<file path="config.mk">
export PLATFORM = sky130hd
export DESIGN_NAME = pc_gen_unit
export DESIGN_NICKNAME = d
export VERILOG_FILES = /design/src/rtl/cpu_pkg.sv /design/src/rtl/pc_next_sel.sv /design/src/rtl/pc_gen_unit.sv
export SDC_FILE = /design/constraint.sdc
export NUM_CORES = 1
export LEC_CHECK = 0
export CORE_AREA = 2 2 107 109
export CTS_CLUSTER_SIZE = 12
export DETAILED_ROUTE_END_ITERATION = 6
export DIE_AREA = 0 0 109 111
export GPL_TIMING_DRIVEN = 0
export PLACE_DENSITY = 0.71
export SKIP_LAST_GASP = 1
export SYNTH_ARGS = -nofsm -noshare
export SYNTH_HDL_FRONTEND = slang
export SYNTH_SLANG_ARGS = --single-unit
</file>
<file path="constraint.sdc">
create_clock -name clk -period 2.11 [get_ports clk]
set_input_delay 0.633 -clock clk [delete_from_list [all_inputs] [get_ports clk]]
set_output_delay 0.633 -clock clk [all_outputs]
set_load 0.01 [all_outputs]
</file>
<file path="src/rtl/cpu_pkg.sv">
// ----------------------------------------------------------------------------
// cpu_pkg
// Shared types and default constants for the fetch-PC generator.
//   pc_state_t       : fetch FSM state (BOOT, RUN, HALT)
//   DEF_XLEN         : default PC / target width
//   DEF_RESET_VECTOR : default PC loaded on reset
//   DEF_TRAP_VECTOR  : default PC loaded on trap
//   DEF_INSTR_BYTES  : default PC increment per accepted fetch
//   DEF_CNT_W        : default width of the accepted-fetch counter
// ----------------------------------------------------------------------------
package cpu_pkg;

  typedef enum logic [1:0] {
    BOOT = 2'd0,
    RUN  = 2'd1,
    HALT = 2'd2
  } pc_state_t;

  localparam int unsigned DEF_XLEN         = 32;
  localparam logic [31:0] DEF_RESET_VECTOR = 32'h0000_0000;
  localparam logic [31:0] DEF_TRAP_VECTOR  = 32'h0000_0100;
  localparam int unsigned DEF_INSTR_BYTES  = 4;
  localparam int unsigned DEF_CNT_W        = 32;

endpackage

</file>
<file path="src/rtl/pc_next_sel.sv">
// ----------------------------------------------------------------------------
// pc_next_sel
// Combinational priority mux for the fetch-PC generator. From the current
// state, pc and the redirect sources it produces the next pc and next state.
// Priority in RUN: trap > redirect > halt_req > handshake advance > hold.
//
// Optional build macro: PC_GEN_MISALIGN_TRAP_EN
//   When defined, a redirect target that is not INSTR_BYTES-aligned is
//   replaced by TRAP_VECTOR and o_misalign is raised for that decision.
//
// Ports:
//   i_state           current FSM state
//   i_pc              current fetch address
//   i_trap            exception/interrupt request
//   i_redirect_valid  branch/jump taken in EX
//   i_redirect_target branch/jump destination
//   i_halt_req        stop issuing fetches
//   i_handshake       current pc accepted this cycle (pc_valid && pc_ready)
//   o_next_pc         pc for the next cycle
//   o_next_state      state for the next cycle
//   o_misalign        (macro only) misaligned redirect turned into a trap
// ----------------------------------------------------------------------------
module pc_next_sel
  import cpu_pkg::*;
#(
  parameter int unsigned     XLEN        = DEF_XLEN,
  parameter logic [XLEN-1:0] TRAP_VECTOR = XLEN'(DEF_TRAP_VECTOR),
  parameter int unsigned     INSTR_BYTES = DEF_INSTR_BYTES
) (
  input  pc_state_t         i_state,
  input  logic [XLEN-1:0]   i_pc,
  input  logic              i_trap,
  input  logic              i_redirect_valid,
  input  logic [XLEN-1:0]   i_redirect_target,
  input  logic              i_halt_req,
  input  logic              i_handshake,
  output logic [XLEN-1:0]   o_next_pc,
  output pc_state_t         o_next_state
`ifdef PC_GEN_MISALIGN_TRAP_EN
  ,
  output logic              o_misalign
`endif
);

  logic [XLEN-1:0] w_pc_inc;
  logic [XLEN-1:0] w_redirect_pc;
  logic            w_misalign;

  // Wraps modulo 2^XLEN with no carry out.
  assign w_pc_inc = i_pc + XLEN'(INSTR_BYTES);

`ifdef PC_GEN_MISALIGN_TRAP_EN
  localparam int unsigned ALIGN_W = $clog2(INSTR_BYTES);

  assign w_misalign    = |i_redirect_target[ALIGN_W-1:0];
  assign w_redirect_pc = w_misalign ? TRAP_VECTOR : i_redirect_target;
`else
  // Base build takes the target exactly as given.
  assign w_misalign    = 1'b0;
  assign w_redirect_pc = i_redirect_target;
`endif

  logic w_misalign_taken;

  always_comb begin
    o_next_pc        = i_pc;
    o_next_state     = i_state;
    w_misalign_taken = 1'b0;

    unique case (i_state)
      BOOT: begin
        // Redirects are ignored while booting; only a trap can move the pc.
        o_next_state = RUN;
        if (i_trap) begin
          o_next_pc = TRAP_VECTOR;
        end
      end

      RUN: begin
        if (i_trap) begin
          o_next_pc = TRAP_VECTOR;
        end else if (i_redirect_valid) begin
          o_next_pc        = w_redirect_pc;
          w_misalign_taken = w_misalign;
        end else if (i_halt_req) begin
          // The halted pc is the next address still to be fetched.
          o_next_state = HALT;
          if (i_handshake) begin
            o_next_pc = w_pc_inc;
          end
        end else if (i_handshake) begin
          o_next_pc = w_pc_inc;
        end
      end

      HALT: begin
        if (i_trap) begin
          o_next_pc    = TRAP_VECTOR;
          o_next_state = RUN;
        end else if (i_redirect_valid) begin
          o_next_pc        = w_redirect_pc;
          o_next_state     = RUN;
          w_misalign_taken = w_misalign;
        end else if (!i_halt_req) begin
          o_next_state = RUN;
        end
      end

      default: begin
        o_next_state = BOOT;
      end
    endcase
  end

`ifdef PC_GEN_MISALIGN_TRAP_EN
  assign o_misalign = w_misalign_taken;
`else
  logic w_unused;
  assign w_unused = w_misalign_taken ^ w_misalign;
`endif

endmodule

</file>
<file path="src/rtl/pc_gen_unit.sv">
// ----------------------------------------------------------------------------
// pc_gen_unit
// Fetch-PC generator at the head of IF. Presents the next fetch address with
// a valid/ready handshake, follows redirects from EX and trap vectoring,
// supports halt/resume and counts accepted fetches.
//
// Optional build macro: PC_GEN_MISALIGN_TRAP_EN
//   Adds output misalign_flag and converts misaligned redirects into traps.
//
// Ports:
//   clk             core clock, rising edge
//   rst             synchronous reset, active-high
//   pc              current fetch address
//   pc_valid        pc holds a fetchable address (RUN)
//   pc_ready        IF accepts pc this cycle
//   redirect_valid  branch/jump taken in EX
//   redirect_target branch/jump destination
//   trap            exception/interrupt, vector to TRAP_VECTOR
//   halt_req        stop issuing fetches
//   halted          unit is in HALT
//   fetch_count     number of accepted handshakes, wraps at 2^CNT_W
//   misalign_flag   (macro only) one-cycle pulse with the TRAP_VECTOR pc
// ----------------------------------------------------------------------------
module pc_gen_unit
  import cpu_pkg::*;
#(
  parameter int unsigned     XLEN         = DEF_XLEN,
  parameter logic [XLEN-1:0] RESET_VECTOR = XLEN'(DEF_RESET_VECTOR),
  parameter logic [XLEN-1:0] TRAP_VECTOR  = XLEN'(DEF_TRAP_VECTOR),
  parameter int unsigned     INSTR_BYTES  = DEF_INSTR_BYTES,
  parameter int unsigned     CNT_W        = DEF_CNT_W
) (
  input  logic              clk,
  input  logic              rst,
  output logic [XLEN-1:0]   pc,
  output logic              pc_valid,
  input  logic              pc_ready,
  input  logic              redirect_valid,
  input  logic [XLEN-1:0]   redirect_target,
  input  logic              trap,
  input  logic              halt_req,
  output logic              halted,
  output logic [CNT_W-1:0]  fetch_count
`ifdef PC_GEN_MISALIGN_TRAP_EN
  ,
  output logic              misalign_flag
`endif
);

  pc_state_t        r_state;
  pc_state_t        w_next_state;
  logic [XLEN-1:0]  r_pc;
  logic [XLEN-1:0]  w_next_pc;
  logic [CNT_W-1:0] r_fetch_count;
  logic             w_pc_valid;
  logic             w_halted;
  logic             w_handshake;

  assign w_handshake = w_pc_valid && pc_ready;

`ifdef PC_GEN_MISALIGN_TRAP_EN
  logic w_misalign;
  logic r_misalign_flag;
`endif

  pc_next_sel #(
    .XLEN        (XLEN),
    .TRAP_VECTOR (TRAP_VECTOR),
    .INSTR_BYTES (INSTR_BYTES)
  ) u_pc_next_sel (
    .i_state           (r_state),
    .i_pc              (r_pc),
    .i_trap            (trap),
    .i_redirect_valid  (redirect_valid),
    .i_redirect_target (redirect_target),
    .i_halt_req        (halt_req),
    .i_handshake       (w_handshake),
    .o_next_pc         (w_next_pc),
    .o_next_state      (w_next_state)
`ifdef PC_GEN_MISALIGN_TRAP_EN
    ,
    .o_misalign        (w_misalign)
`endif
  );

  // State and pc registers.
  always_ff @(posedge clk) begin
    if (rst) begin
      r_state <= BOOT;
      r_pc    <= RESET_VECTOR;
    end else begin
      r_state <= w_next_state;
      r_pc    <= w_next_pc;
    end
  end

  // Accepted-fetch counter; a trap or redirect does not cancel the handshake.
  always_ff @(posedge clk) begin
    if (rst) begin
      r_fetch_count <= '0;
    end else if (w_handshake) begin
      r_fetch_count <= r_fetch_count + CNT_W'(1);
    end
  end

`ifdef PC_GEN_MISALIGN_TRAP_EN
  // Registered so the pulse lines up with the TRAP_VECTOR pc.
  always_ff @(posedge clk) begin
    if (rst) begin
      r_misalign_flag <= 1'b0;
    end else begin
      r_misalign_flag <= w_misalign;
    end
  end

  assign misalign_flag = r_misalign_flag;
`endif

  // Outputs decoded from state only.
  always_comb begin
    w_pc_valid = 1'b0;
    w_halted   = 1'b0;
    unique case (r_state)
      BOOT:    w_pc_valid = 1'b0;
      RUN:     w_pc_valid = 1'b1;
      HALT:    w_halted   = 1'b1;
      default: w_pc_valid = 1'b0;
    endcase
  end

  assign pc          = r_pc;
  assign pc_valid    = w_pc_valid;
  assign halted      = w_halted;
  assign fetch_count = r_fetch_count;

endmodule

</file>
==> impl_metrics.json <==
{
  "status": "completed",
  "clkTransAtPathRegs_ps": 60,
  "cp.arrival_ps": 2320,
  "seqPwrFrac_pct": 36.5,
  "pin_count": 104,
  "setup_violations": 0,
  "clock_latency_ps": 330,
  "area_delta_synth_final_pct": 42.86,
  "drv_slew": 0,
  "drc": 0,
  "rows": 39,
  "routedWlPerCell_um": 17.00,
  "cp_data_required_time_ps": 2360,
  "slew_headroom_pct": 48.31,
  "cp_max_fo": 5,
  "worstSetupStartpointType": "flip-flop",
  "start_util_pct": 36.08,
  "diodes": 0,
  "synth.largest_area_cell": "dfxtp_1",
  "gp_congestion": 0.9120,
  "min_period_over_period_pct": 97.76,
  "crit_type": "flip-flop to flip-flop",
  "nets": 667,
  "grt-ovfl-total": 0,
  "mostFrequentLayoutCell": "clkdlybuf4s50_1",
  "grt_pass1_vias": 4256,
  "grt_max_degree": 14,
  "grt_first_pass_wirelength_um": 20850,
  "fillCellCount": 1056,
  "intPower_mw": 2.671,
  "drive_above_1_share_pct": 10.99,
  "h-tree-depth": 3,
  "fin_crit_ps": 2063,
  "synth_ff_type": "dfxtp_1",
  "drtAntennaViolNets": 0,
  "fin_util_pct": 51.54,
  "ys_ff_latch": 66,
  "syn_area_um2": 3996,
  "leakagePower_nw": 1.983,
  "hp-class": "flip-flop to flip-flop",
  "switching_share_pct": 25.97,
  "clk_path_buf_depth": 2,
  "port_buffers": 102,
  "clock-root-buffer": "clkbuf_16",
  "cts_made_buffers": 9,
  "wirelength_um": 13110,
  "grt_use_total_pct": 21.60,
  "max_freq_mhz": 484.8,
  "cellPowerDensity_nw_per_um2": 632.1,
  "firstDrtPassIters": 5,
  "worst_pin_slew_ps": 775.3,
  "dieWidth_um": 109,
  "async_flop_share_pct": 0,
  "skew_ps": 11.91,
  "syn-num-nets": 551,
  "fp.dieArea_um2": 12100,
  "cts_hold_buf": 0,
  "hold_viol": 0,
  "synth_cells": 507,
  "core_um2": 11080,
  "maxCapViolations": 0,
  "synth_top_cell_area_share_pct": 33.06,
  "dp_hpwl_um": 9505,
  "num_vias": 4426,
  "seq_area_frac_synth_pct": 33.06,
  "cts.sinks": 66,
  "endpoint_kind": "flip-flop",
  "rsz0062_at_grt": "true",
  "drt_iter0_markers": 361,
  "synth.area.top_cells": "dfxtp_1 (33%), nand2_1 (5.2%), nor2_1 (5.1%)",
  "syn-mean-instance-area_um2": 7.882,
  "synth_edf_count": 0,
  "die_y_um": 111,
  "cts_tree": "yes",
  "synth.distinct_cells": 60,
  "clock_power_share_pct": 49.3,
  "power_switching_mw": 0.9372,
  "pwr-share-comb_pct": 14.2,
  "routed_via_density": 5.741,
  "layout_common_cells": "clkdlybuf4s50_1 (98), dfxtp_1 (65), nand2_1 (53)",
  "ys_warn_count": 0,
  "ir_drop_mv": 0.3317,
  "antenna_found_initial": 0,
  "holdWs_ps": 503.8
}
[critical path, stage by stage, from the launching register on]
cell and delay (ps):
dfxtp_1 380, inv_1 110, ha_2 220, nor2b_2 190, o21a_1 250, or3_4 450, o211a_1 230, o21ai_0 160
[power groups by stage]
| stage | clock [mW] | combinational [mW] | sequential (mW) |
|---|---|---|---|
| 6_report | 1.78 | 0.513 | 1.32 |
| 5_1_grt | 1.85 | 0.555 | 1.32 |
| 4_1_cts | 1.79 | 0.480 | 1.31 |
| 3_5_place_dp | 0 | 0.465 | 1.34 |
| 3_3_place_gp | 0 | 0.458 | 1.34 |
| 2_1_floorplan | 0 | 0.239 | 1.34 |
[cells by family after synthesis]
kind of cell | Yosys count | share of synthesized area [%]
AO/OA/AOI/OAI | 117 | 19.66
XOR/XNOR | 37 | 8.109
adder cells (fa/ha/maj) | 6 | 1.878
buffers and inverters | 37 | 4.039
flip-flops | 66 | 33.06
multiplexers | 4 | 1.033
AND/OR/NAND/NOR | 240 | 32.22
[Yosys cell counts (7+ instances only)]
master,number
nor3_1,9
or3_1,7
nor2_1,54
xnor2_1,16
a22oi_1,11
and2_1,7
nor4_1,11
nand2_1,55
a21oi_1,24
o21ai_0,28
nand4_1,25
and4_1,10
xor2_1,21
and3_1,13
inv_1,14
nand3_1,28
clkbuf_1,15
dfxtp_1,66
[metrics by stage]
step	setup WS (ps)	power (mW)	cells	cell area (µm²)	TNS, ps
floorplan	92.80	1.581	507	3996	0
global placement	-724.6	1.798	752	5196	-22820
detailed placement	-739.8	1.807	752	5196	-24490
CTS	-14.56	3.584	769	5604	-14.56
global route	-56.21	3.723	771	5709	-282.7
finish	47.17	3.609	771	5709	0
[path summary, 6_finish.rpt]
kind	startpoint	end	slack (ps)	cells after the start
worst max register to register	r_state[1]$_SDFFE_PP0P_	pc[19]$_SDFFE_PP0P_	50	7
worst max-delay path	r_state[1]$_SDFFE_PP0P_	pc[19]$_SDFFE_PP0P_	50	7
worst min register to register	pc[1]$_SDFFE_PP0P_	pc[1]$_SDFFE_PP0P_	500	2
worst min-delay path	pc[1]$_SDFFE_PP0P_	pc[1]$_SDFFE_PP0P_	500	2
[metal layers]
| metal | wire length [µm] | vias to the layer above | part of all wire [%] | global-route usage, % |
|---|---|---|---|---|
| met5 | 0 | - | 0 | 0 |
| met4 | 295 | 0 | 2.3 | 9.231 |
| met3 | 931 | 30 | 7.1 | 3.057 |
| met2 | 6297 | 213 | 48 | 34.58 |
| met1 | 5584 | 2081 | 43 | 28.73 |
| li1 | - | 2102 | - | - |
[repair_timing]
| action | CTS | global route |
|---|---|---|
| hold endpoints to repair | 0 | 0 |
| setup buffers | 2 | 3 |
| resized for setup | 23 | 26 |
| pin swaps | 3 | 4 |
| endpoints found under the setup margin | 41 | 37 |
[area by class of cell]
type,instances,area (µm²),area share [%]
buffer,21,122.6,2.148
clock buffer,9,225.2,3.945
clock inverter,7,125.1,2.192
inverter,14,52.55,0.9204
multi-input combinational,404,2629,46.04
sequential,66,1323,23.16
tap,143,178.9,3.134
timing repair buffer,107,1054,18.45
[sequential cells by signal, indices dropped and copies added, names as in the netlist]
signal and flops:
r_state 2, fetch_count 32, pc 32
(Power assumes the default switching activity.)
